File: config.mk
export PLATFORM = sky130hd
export DESIGN_NAME = out_fsm_flat
export DESIGN_NICKNAME = d
export VERILOG_FILES = /design/src/rtl/out_fsm_pkg.sv /design/src/rtl/out_fsm_if.sv /design/src/rtl/out_fsm_byte_buf.sv /design/src/rtl/out_fsm.sv /design/src/flat_wrapper.sv
export SDC_FILE = /design/constraint.sdc
export NUM_CORES = 1
export LEC_CHECK = 0
export BUFFER_PORTS_ARGS = -buffer_cell sky130_fd_sc_hd__buf_4
export CORE_ASPECT_RATIO = 1.2
export CORE_MARGIN = 4
export CORE_UTILIZATION = 29
export DETAILED_ROUTE_END_ITERATION = 7
export SLEW_MARGIN = 20
export SYNTH_ARGS = -nofsm -noshare
export SYNTH_HDL_FRONTEND = slang
export SYNTH_HIERARCHICAL = 1
export SYNTH_SLANG_ARGS = --single-unit
export TNS_END_PERCENT = 20
File: constraint.sdc
create_clock -name clk -period 2.7 [get_ports clk]
set_input_delay 0.405 -clock clk [delete_from_list [all_inputs] [get_ports clk]]
set_output_delay 0.405 -clock clk [all_outputs]
set_load 0.05 [all_outputs]
File: src/rtl/out_fsm_pkg.sv
// Shared definitions for the frame transmitter: header byte, FSM state
// encoding and the frame checksum function.
package out_fsm_pkg;

    // Frame header byte recognised by the receiving end.
    localparam logic [7:0] HDR_BYTE_DEF = 8'hA5;

    typedef enum logic [2:0] {
        ST_IDLE    = 3'd0,
        ST_COLLECT = 3'd1,
        ST_HDR     = 3'd2,
        ST_LEN     = 3'd3,
        ST_DATA    = 3'd4,
        ST_CSUM    = 3'd5
    } state_t;

    // Checksum byte chosen so that LEN + payload + CSUM == 0 (mod 256).
    function automatic logic [7:0] csum8(input logic [7:0] len, input logic [7:0] sum);
        return 8'h00 - len - sum;
    endfunction

endpackage

File: src/rtl/out_fsm_if.sv
// Byte-stream bundle around the frame transmitter.
//   in_data/in_valid/in_last/in_ready : payload input stream
//   out_data/out_valid/out_ready/out_sof : framed output stream
// master: the environment (payload source and frame sink)
// slave : the transmitter itself
interface out_fsm_if;

    logic [7:0] in_data;
    logic       in_valid;
    logic       in_last;
    logic       in_ready;
    logic [7:0] out_data;
    logic       out_valid;
    logic       out_ready;
    logic       out_sof;

    modport master (
        output in_data, in_valid, in_last, out_ready,
        input  in_ready, out_data, out_valid, out_sof
    );

    modport slave (
        input  in_data, in_valid, in_last, out_ready,
        output in_ready, out_data, out_valid, out_sof
    );

endinterface

File: src/rtl/out_fsm_byte_buf.sv
// Payload buffer for one frame.
//   clk     : clock
//   wr_en   : write wr_data at wr_addr on the rising edge
//   wr_addr : write address
//   wr_data : write data
//   rd_addr : read address
//   rd_data : combinational read data
// The controller never writes and reads in the same cycle, so there is no
// read-during-write case to resolve. Contents need no reset: only bytes
// written for the current frame are ever read.
module byte_buf #(
    parameter int DEPTH  = 16,
    parameter int ADDR_W = 4
) (
    input  logic              clk,
    input  logic              wr_en,
    input  logic [ADDR_W-1:0] wr_addr,
    input  logic [7:0]        wr_data,
    input  logic [ADDR_W-1:0] rd_addr,
    output logic [7:0]        rd_data
);

    logic [7:0] mem [DEPTH];

    always_ff @(posedge clk) begin
        if (wr_en) begin
            mem[wr_addr] <= wr_data;
        end
    end

    assign rd_data = mem[rd_addr];

endmodule

File: src/rtl/out_fsm.sv
// Frame transmitter: buffers one payload from the input byte stream, then
// emits HDR, LEN, payload, CSUM on the output byte stream.
//   clk      : clock, all logic on posedge
//   rst_a    : synchronous reset, active low
//   ena      : enable, only looked at in IDLE
//   bus      : payload input stream and framed output stream (slave side)
//   busy     : high whenever the FSM is not in IDLE
//   err_ovf  : one-cycle pulse when a frame is force-closed at MAX_LEN
//
// state   | meaning
// --------+-------------------------------------------------------------
// IDLE    | waiting for first payload byte (accepted only when ena=1)
// COLLECT | storing payload bytes until in_last or MAX_LEN reached
// HDR     | presenting header byte, out_sof high
// LEN     | presenting payload length
// DATA    | presenting buffered payload bytes in order
// CSUM    | presenting checksum, then back to IDLE
module out_fsm
    import out_fsm_pkg::*;
#(
    parameter logic [7:0] HDR_BYTE = HDR_BYTE_DEF,
    parameter int         MAX_LEN  = 16,
    parameter int         ADDR_W   = $clog2(MAX_LEN)
) (
    input  logic      clk,
    input  logic      rst_a,
    input  logic      ena,
    out_fsm_if.slave  bus,
    output logic      busy,
    output logic      err_ovf
);

    // One extra bit so cnt can hold MAX_LEN itself.
    localparam int CNT_W = ADDR_W + 1;

    state_t             state_q, state_d;
    logic [CNT_W-1:0]   cnt_q, cnt_d;
    logic [7:0]         sum_q, sum_d;
    logic [ADDR_W-1:0]  rd_ptr_q, rd_ptr_d;
    logic               err_ovf_q, err_ovf_d;

    logic               in_ready_c;
    logic               out_valid_c;
    logic [7:0]         out_data_c;
    logic               out_sof_c;
    logic               wr_en;
    logic               in_acc;
    logic               out_tx;
    logic [7:0]         rd_data;

    // Write address is the count of bytes already stored in this frame.
    byte_buf #(
        .DEPTH  (MAX_LEN),
        .ADDR_W (ADDR_W)
    ) u_buf (
        .clk     (clk),
        .wr_en   (wr_en),
        .wr_addr (cnt_q[ADDR_W-1:0]),
        .wr_data (bus.in_data),
        .rd_addr (rd_ptr_q),
        .rd_data (rd_data)
    );

    always_ff @(posedge clk) begin
        if (!rst_a) begin
            state_q   <= ST_IDLE;
            cnt_q     <= '0;
            sum_q     <= '0;
            rd_ptr_q  <= '0;
            err_ovf_q <= 1'b0;
        end else begin
            state_q   <= state_d;
            cnt_q     <= cnt_d;
            sum_q     <= sum_d;
            rd_ptr_q  <= rd_ptr_d;
            err_ovf_q <= err_ovf_d;
        end
    end

    always_comb begin
        state_d     = state_q;
        cnt_d       = cnt_q;
        sum_d       = sum_q;
        rd_ptr_d    = rd_ptr_q;
        err_ovf_d   = 1'b0;
        wr_en       = 1'b0;
        in_ready_c  = 1'b0;
        out_valid_c = 1'b0;
        out_data_c  = 8'h00;
        out_sof_c   = 1'b0;

        // Handshake outputs come from state (and ena) only; the inputs of the
        // other party are consumed below, never fed back to these outputs.
        unique case (state_q)
            ST_IDLE:    in_ready_c = ena;
            ST_COLLECT: in_ready_c = 1'b1;
            ST_HDR: begin
                out_valid_c = 1'b1;
                out_data_c  = HDR_BYTE;
                out_sof_c   = 1'b1;
            end
            ST_LEN: begin
                out_valid_c = 1'b1;
                out_data_c  = 8'(cnt_q);
            end
            ST_DATA: begin
                out_valid_c = 1'b1;
                out_data_c  = rd_data;
            end
            ST_CSUM: begin
                out_valid_c = 1'b1;
                out_data_c  = csum8(8'(cnt_q), sum_q);
            end
            default: ;
        endcase

        in_acc = bus.in_valid & in_ready_c;
        out_tx = out_valid_c & bus.out_ready;

        unique case (state_q)
            ST_IDLE: begin
                if (in_acc) begin
                    wr_en   = 1'b1;
                    cnt_d   = CNT_W'(1);
                    sum_d   = bus.in_data;
                    state_d = bus.in_last ? ST_HDR : ST_COLLECT;
                end
            end
            ST_COLLECT: begin
                if (in_acc) begin
                    wr_en = 1'b1;
                    cnt_d = cnt_q + CNT_W'(1);
                    sum_d = sum_q + bus.in_data;
                    if (bus.in_last) begin
                        state_d = ST_HDR;
                    end else if (cnt_q == CNT_W'(MAX_LEN - 1)) begin
                        // Buffer full without in_last: close the frame here,
                        // the next byte offered starts a new frame.
                        state_d   = ST_HDR;
                        err_ovf_d = 1'b1;
                    end
                end
            end
            ST_HDR: begin
                if (out_tx) state_d = ST_LEN;
            end
            ST_LEN: begin
                if (out_tx) state_d = ST_DATA;
            end
            ST_DATA: begin
                if (out_tx) begin
                    rd_ptr_d = rd_ptr_q + ADDR_W'(1);
                    if (CNT_W'(rd_ptr_q) + CNT_W'(1) == cnt_q) begin
                        state_d = ST_CSUM;
                    end
                end
            end
            ST_CSUM: begin
                if (out_tx) begin
                    state_d  = ST_IDLE;
                    cnt_d    = '0;
                    sum_d    = '0;
                    rd_ptr_d = '0;
                end
            end
            default: state_d = ST_IDLE;
        endcase
    end

    assign bus.in_ready  = in_ready_c;
    assign bus.out_valid = out_valid_c;
    assign bus.out_data  = out_data_c;
    assign bus.out_sof   = out_sof_c;
    assign busy          = (state_q != ST_IDLE);
    assign err_ovf       = err_ovf_q;

endmodule

File: src/flat_wrapper.sv
// flat-port wrapper written by rule: the top's interface ports become plain ports
module out_fsm_flat import out_fsm_pkg::*;
#(
    parameter logic [7:0] HDR_BYTE = HDR_BYTE_DEF,
    parameter int         MAX_LEN  = 16,
    parameter int         ADDR_W   = $clog2(MAX_LEN)
)
  (clk, rst_a, ena, busy, err_ovf, bus_in_data, bus_in_valid, bus_in_last, bus_out_ready, bus_in_ready, bus_out_data, bus_out_valid, bus_out_sof);
  out_fsm_if bus_i ();
  input  logic clk;
  input  logic rst_a;
  input  logic ena;
  output logic busy;
  output logic err_ovf;
  input wire logic [$bits(bus_i.in_data)-1:0] bus_in_data;
  input wire logic [$bits(bus_i.in_valid)-1:0] bus_in_valid;
  input wire logic [$bits(bus_i.in_last)-1:0] bus_in_last;
  input wire logic [$bits(bus_i.out_ready)-1:0] bus_out_ready;
  output wire logic [$bits(bus_i.in_ready)-1:0] bus_in_ready;
  output wire logic [$bits(bus_i.out_data)-1:0] bus_out_data;
  output wire logic [$bits(bus_i.out_valid)-1:0] bus_out_valid;
  output wire logic [$bits(bus_i.out_sof)-1:0] bus_out_sof;
  assign bus_i.in_data = bus_in_data;
  assign bus_i.in_valid = bus_in_valid;
  assign bus_i.in_last = bus_in_last;
  assign bus_i.out_ready = bus_out_ready;
  assign bus_in_ready = bus_i.in_ready;
  assign bus_out_data = bus_i.out_data;
  assign bus_out_valid = bus_i.out_valid;
  assign bus_out_sof = bus_i.out_sof;
  out_fsm #(.HDR_BYTE(HDR_BYTE), .MAX_LEN(MAX_LEN), .ADDR_W(ADDR_W)) u_core (.clk(clk), .rst_a(rst_a), .ena(ena), .bus(bus_i), .busy(busy), .err_ovf(err_ovf));
endmodule
==> results.md, run 1 <==
* Cells after Synth at 489
* Via count at 4,462
* Clock Skew at 0.0128 ns
* Area delta synth->final at 22.6%
* CTS buffer count at 17
* Reg2reg setup slack at 0.45 ns
* Num rows at 62
* Initial antenna violation count at 0
* Die H at 179 um
* Clk buf depth at 2
* Final Hold Viols at 0
* Final ANT Viol Nets at 0
* Grt ovf at 0
* # Post-CTS Setup Buffers at 0
* Share of cells above drive strength 1 at 27.2%
* Post-synth net total at 523
* Ports at 27
* Power Total at 5890 uW
* Crit path kind: flop to primary output
* DR WL/cell at 19.0 um
* R2r startpoint: u_core/state_q[2]$_SDFFE_PN0P_
* R2R depth at 5
* Setup_tns at -2.32 ns
* Final setup fails at 8
* Initial Util at 29.4%
* DR iter-0 viols at 438
* Peak supply drop at 0.000343 V
* Final slew viol count at 0
* Fin nets at 591
* Clock root buffer: clkbuf_16
* Clock sinks at 149
* YS warnings at 6
* Minimum clock period at 3.12 ns
* Crit-path leading delay family: compound AO/OA/AOI/OAI gates
* WP depth at 12
* Port bufs at 26
* Ys async rst share at 0%
* Violated checks: setup timing
* Crit path from: u_core/cnt_q[0]$_SDFFE_PN0P_
* Worst slew pin tran at 0.690 ns
* Req. time, crit path at 2.30 ns
* Antenna Cells at 0
* Reg2Reg Capture Point: u_core/u_buf/mem[0][7]$_DFFE_PP_
* First drt pass iteration count at 5
* Vias/cell at 5.01
* Global placer's final weighted congestion at 0.872
* Final Hold Slack at 0.177 ns
* Clk_lat worst skew at 0.42 ns
* Post-synth EDFFs at 128
* Routed WL at 16,900 um
* Slew headroom at 53.8%
* RSZ-0062 raised after global routing: yes
* Crit path buffers/inverters at 3
* Mapped Area at 7030 um2
* Pwr Density at 683 nW/um2
* Final Core Density at 36.1%
* Mean Syn Cell Area at 14.4 um2
* Die area at 26,800 um2
* Main synth FF type: edfxtp_1
* Status: finished with violations
* Sequential area share after synthesis at 60.6%
* Vias in the first global route at 4,509
* Largest net degree at the start of global routing at 30
* Post-synthesis cell type count at 65
* DRC viols at 0
* Max Cap Viol at 0
* Crit Path Max Fanout at 4
* Chip width at 150 um
* Filler Cells Inserted at 2,340
* Yosys reg bits at 149
* Leakage at 0.00295 uW
* Max incr delay on CP at 0.37 ns
* Period utilisation layout at 116%
* DP Area at 7920 um2
* Design area at 8620 um2
* Slowest CP cell: dfxtp_4
* Max Clk Rate at 0.320 GHz
* Core Box Area at 23,900 um2
* Detailed Place HPWL at 11,700 um
* Worst setup SP type: flop
* First-pass GRT wire length at 26,300 um
* CTS tree: yes
* Worst path cell trace: inv_4 -> ha_4 -> xnor2_2 -> ha_1 -> o21a_1 -> o31a_1 -> buf_4 -> nor4_4 -> o21bai_1 -> xnor3_1 -> a31o_2 -> buf_6
* Critical path capture point: bus_out_data[7]
* Final worst slack at -0.422 ns
* Crit path DAT at 2.72 ns
* Tot GR Track Use at 13.1%
* # hold bufs at CTS at 0
* Reg clk slew, reported paths at 0.07 ns
* Crit. End Element: primary output
* Worst Hold Class: input port to flop
* H-tree levels at 4
## layer usage
metal	vias to the layer above	share of wire, %	track usage (%)
met5	-	0	0
met4	0	2.0	4.16
met2	127	51	21.7
met3	23	4.2	2.87
met1	2262	43	17.2
li1	2050	-	-
## registers in the layout, indices dropped and copies added, names as in the netlist
name,flops
u_core/sum_q,8
u_core/cnt_q,5
u_core/rd_ptr_q,4
u_core/u_buf/mem,128
u_core/state_q,3
u_core/err_ovf,1
## worst register-to-register path: stages (launching register included)
cell,delay (ns)
dfxtp_1,0.46
or2_2,0.38
nor2_1,0.21
or3b_2,0.52
nor3_1,0.15
buf_4,0.22
## cells in the final DEF, fill, tap and decap left out, drive strengths merged, types with 5 or more instances in the layout
cell type / synthesis / layout
dfxtp: 21 / 21
nor2: 33 / 33
and2: 6 / 6
mux4: 32 / 32
xor2: 5 / 5
a21oi: 20 / 20
nand2b: 7 / 7
nand2: 30 / 30
xnor2: 11 / 11
nand3: 6 / 6
buf: 16 / 73
o21ai: 29 / 29
nor3: 11 / 11
nor2b: 7 / 7
ha: 18 / 18
a22oi: 16 / 16
clkbuf: 5 / 20
clkinv: 1 / 6
edfxtp: 128 / 128
inv: 17 / 18
## report_power, final
| group | total (uW) | internal (uW) | switching, uW |
|---|---|---|---|
| clock network | 2350 | 1450 | 901 |
| logic | 963 | 392 | 571 |
| registers | 2570 | 2540 | 37.3 |
| total | 5890 | 4380 | 1510 |
## through the flow
step | cells | worst slack, ns
final | 890 | -0.422
after global routing | 890 | -0.522
after CTS | 890 | -0.426
after detailed placement | 858 | -0.122
after global placement | 858 | -0.0546
after floorplan | 489 | 0.00468
## repair_timing
| item | 4_1_cts | 5_1_grt |
|---|---|---|
| setup endpoints to repair | 8 | 8 |
| resized for setup | 26 | 5 |
| pin swaps | 11 | 1 |
## Yosys cell counts (3+ instances only)
cell type | instances | area, um2
buf_2 | 8 | 40.0
a211oi_1 | 4 | 30.0
nor3_1 | 11 | 55.1
nand2_1 | 29 | 109
a31oi_1 | 4 | 25.0
buf_6 | 5 | 56.3
ha_1 | 18 | 225
a21boi_0 | 4 | 30.0
edfxtp_1 | 128 | 3840
and2_1 | 6 | 37.5
nor3b_1 | 3 | 22.5
o31ai_1 | 3 | 22.5
inv_1 | 17 | 63.8
xnor2_1 | 11 | 96.3
nand2b_1 | 6 | 37.5
a21oi_1 | 20 | 100
nand3_1 | 6 | 30.0
o21bai_1 | 3 | 22.5
o21a_1 | 4 | 30.0
clkbuf_1 | 4 | 15.0
o21ai_0 | 28 | 140
a221oi_1 | 4 | 35.0
xor2_1 | 5 | 43.8
a21o_1 | 3 | 22.5
nor2_1 | 33 | 124
a22oi_1 | 16 | 120
mux4_1 | 14 | 368
dfxtp_1 | 21 | 420
nor2b_1 | 7 | 43.8
clkdlybuf4s25_2 | 3 | 30.0
mux4_2 | 18 | 405
## kinds of logic (layout without fill, tap and decap cells)
kind of cell / after synthesis / in the layout / share of synthesized area [%]
xor+xnor: 17 / 17 / 2.31
compound gates: 108 / 108 / 10.2
mux: 35 / 35 / 11.4
simple gates: 117 / 117 / 8.24
fa+ha+maj: 21 / 21 / 3.91
buf+inv: 42 / 123 / 3.31
flops: 149 / 149 / 60.6
## worst min-delay path by stage
| stage | from | end | slack (ns) | cells past startpoint |
|---|---|---|---|---|
| floorplan | u_core/sum_q[6]$_SDFFE_PN0P_ | u_core/sum_q[6]$_SDFFE_PN0P_ | 0.46 | 2 |
| global placement | u_core/sum_q[2]$_SDFFE_PN0P_ | u_core/sum_q[2]$_SDFFE_PN0P_ | 0.53 | 2 |
| detailed placement | u_core/sum_q[2]$_SDFFE_PN0P_ | u_core/sum_q[2]$_SDFFE_PN0P_ | 0.52 | 2 |
| CTS | bus_in_last | u_core/err_ovf$_SDFF_PP0_ | 0.16 | 2 |
| global route | bus_in_last | u_core/err_ovf$_SDFF_PP0_ | 0.17 | 2 |
| finish | bus_in_last | u_core/err_ovf$_SDFF_PP0_ | 0.18 | 2 |
## area by class of cell
cell class	instances	area (um2)	area share [%]
multi-input cells	298	2660	30.8
flip-flops and latches	149	4280	49.6
repair buffers	73	624	7.24
clock inverters	12	154	1.78
clock buffers	20	437	5.06
inverters	18	72.6	0.842
well taps	320	400	4.64
No activity file was read; power rests on OpenSTA's default activity.
==> run 2, diff against run 1 <==
--- a/config.mk
+++ b/config.mk
@@ -6,10 +6,13 @@
 export NUM_CORES = 1
 export LEC_CHECK = 0
 export BUFFER_PORTS_ARGS = -buffer_cell sky130_fd_sc_hd__buf_4
+export CELL_PAD_IN_SITES_DETAIL_PLACEMENT = 0
+export CELL_PAD_IN_SITES_GLOBAL_PLACEMENT = 1
 export CORE_ASPECT_RATIO = 1.2
 export CORE_MARGIN = 4
 export CORE_UTILIZATION = 29
 export DETAILED_ROUTE_END_ITERATION = 7
+export PLACE_DENSITY_LB_ADDON = 0.1
 export SLEW_MARGIN = 20
 export SYNTH_ARGS = -nofsm -noshare
 export SYNTH_HDL_FRONTEND = slang
==> results.md, run 2 (synthesis gave the netlist of run 1 again) <==
* Status: finished with violations
* Violated checks: setup timing
* Worst path cell trace: nor3_1 -> xnor2_1 -> ha_1 -> o21a_1 -> o31a_1 -> buf_4 -> nor4_4 -> o21bai_1 -> xnor3_1 -> a31o_2 -> buf_8
* Clk_lat worst skew at 0.42 ns (about the same)
* Die H at 179 um (unchanged)
* Period utilisation layout at 117% (+1.3 points)
* Filler Cells Inserted at 2,366 (+1.1%)
* Clock root buffer: clkbuf_16
* DR iter-0 viols at 220 (-50%)
* Crit path DAT at 2.75 ns (+0.03 ns)
* Chip width at 150 um (unchanged)
* Final slew viol count at 0 (unchanged)
* Core Box Area at 23,900 um2 (unchanged)
* Clock sinks at 149 (unchanged)
* Global placer's final weighted congestion at 0.816 (-6.4%)
* First drt pass iteration count at 4 (-1)
* Met3 Track Usage GR at 2.57% (-0.30 points)
* Num rows at 62 (unchanged)
* Peak supply drop at 0.000433 V (+26%)
* Initial antenna violation count at 0 (unchanged)
* Req. time, crit path at 2.30 ns (about the same)
* Crit path buffers/inverters at 2 (-1)
* H-tree levels at 4 (unchanged)
* Initial Util at 29.4% (unchanged)
* Area delta synth->final at 23.1%
* Setup_tns at -2.51 ns (-0.192 ns)
* Reg area at 4280 um2 (unchanged)
* Largest Register: u_core/u_buf/mem
* RSZ-0062 raised after global routing: yes
* Multi-input logic area at 2630 um2 (-1.0%)
* Minimum clock period at 3.16 ns (+0.0338 ns)
* Final worst slack at -0.456 ns (-0.0338 ns)
* CTS buffer count at 17 (unchanged)
* Grt ovf at 0 (unchanged)
* Slew headroom at 50.5% (-3.3 points)
* Commonest cells after routing, fill and taps aside: edfxtp_1 (128), buf_4 (80), nor2_1 (31)
* Clk buf depth at 2 (unchanged)
* CTS tree: yes
* Slowest CP cell: dfxtp_4
* Final setup fails at 8 (unchanged)
* Final Core Density at 36.2% (+0.14 points)
* Worst setup SP type: flop
* Final ANT Viol Nets at 0 (unchanged)
* Max Clk Rate at 0.317 GHz (-1.1%)
* Max reg flops at 128 (unchanged)
* Clock Skew at 0.0107 ns (-0.00208 ns)
* Met1 GRT Util at 18.1% (+0.89 points)
* Routed WL at 19,100 um (+13%)
* Worst Hold Class: input port to flop
* Worst slew pin tran at 0.740 ns (+0.0493 ns)
* Vias in the first global route at 4,731 (+4.9%)
* Ports at 27 (unchanged)
* DR WL/cell at 21.1 um (+11%)
* Die area at 26,800 um2 (unchanged)
* Vias/cell at 4.91 (-2.0%)
* Crit Path Max Fanout at 4 (unchanged)
* Pwr Density at 673 nW/um2 (-1.5%)
* Leakage at 0.00300 uW (+1.8%)
* Tot GR Track Use at 14.9% (+1.8 points)
* Crit path kind: flop to primary output
* Most common cell after layout, fill and taps aside: edfxtp_1
* Crit-path leading delay family: compound AO/OA/AOI/OAI gates
* Port bufs at 26 (unchanged)
* Max Cap Viol at 0 (unchanged)
* Gr busiest metal: met2
* First-pass GRT wire length at 28,700 um (+9.0%)
* Antenna Cells at 0 (unchanged)
* Met2 usage at 26.8% (+5.1 points)
* Largest net degree at the start of global routing at 36 (+20%)
* Detailed Place HPWL at 13,800 um (+18%)
* DRC viols at 0 (unchanged)
* Share of cells above drive strength 1 at 28.0% (+0.84 points)
* Largest regs: u_core/u_buf/mem: 128 flops, u_core/sum_q: 8 flops, u_core/cnt_q: 5 flops
* Via count at 4,445 (-0.38%)
* Crit. End Element: primary output
* Max incr delay on CP at 0.35 ns (-0.02 ns)
* Final Hold Viols at 0 (unchanged)
* Reg clk slew, reported paths at 0.07 ns (about the same)
* Fin nets at 606 (+2.5%)
[run 2: cell count changes in the layout (fill, tap and decap cells not counted), sizes merged]
cell      change
clkinvlp      -1
inv           +6
clkbuf        -3
buf          +15
bufinv        -2
[run 2: worst paths after layout]
| kind | end | cells after the start | slack [ns] | startpoint |
|---|---|---|---|---|
| setup / recovery | bus_out_data[7] | 11 | -0.46 | u_core/cnt_q[0]$_SDFFE_PN0P_ |
| hold / removal | u_core/err_ovf$_SDFF_PP0_ | 2 | 0.19 | bus_in_last |
| hold reg to reg | u_core/sum_q[6]$_SDFFE_PN0P_ | 2 | 0.54 | u_core/sum_q[6]$_SDFFE_PN0P_ |
| setup reg to reg | u_core/state_q[0]$_SDFFE_PN0P_ | 7 | 0.47 | u_core/rd_ptr_q[0]$_SDFFE_PN0P_ |
[run 2: layout make-up]
cell class,count,share of cell area (%)
well taps,320,4.63
clock buffers,17,4.91
clock inverters,15,1.65
multi-input cells,298,30.4
repair buffers,88,8.22
inverters,18,0.781
flip-flops and latches,149,49.4
[run 2: report_power, final]
part	switching, uW	leakage (uW)	internal [uW]	total [uW]
Sequential	29.4	0.00133	2540	2570
Clock	976	0.000276	1290	2270
Combinational	585	0.00140	408	993
Total	1590	0.00300	4230	5820
[run 2: routing by layer]
layer / part of all wire [%] / routed length, um
met1: 43 / 8210
met2: 53 / 10100
met3: 2.5 / 475
met4: 1.7 / 329
met5: 0 / 0
[run 2: timing repair]
| action | in CTS | in global routing |
|---|---|---|
| gates resized for setup | 16 | 5 |
| endpoints found under the setup margin | 8 | 8 |
| buffers inserted | 1 | 0 |
| hold buffers | 0 | 0 |
| pin swaps | 5 | 1 |
[run 2: per-stage QoR]
| step | std cells | total power [uW] | hold WS (ns) | area (um2) | setup WS [ns] |
|---|---|---|---|---|---|
| 3_5_place_dp | 872 | 3570 | 0.542 | 8000 | -0.142 |
| 3_3_place_gp | 872 | 3570 | 0.529 | 8000 | -0.144 |
| 4_1_cts | 905 | 5890 | 0.161 | 8640 | -0.452 |
| 5_1_grt | 905 | 6090 | 0.170 | 8660 | -0.584 |
| 6_report | 905 | 5820 | 0.185 | 8660 | -0.456 |
| 2_1_floorplan | 489 | 3210 | 0.465 | 7090 | 0.00468 |
[run 2: worst register-to-register path, cell delays in order, from the launching register on]
cell       delay, ns
dfxtp_4         0.42
buf_4           0.18
ha_1            0.27
maj3_1          0.37
nor2_1          0.09
a31oi_1         0.05
a2111oi_0       0.59
o31a_1          0.22
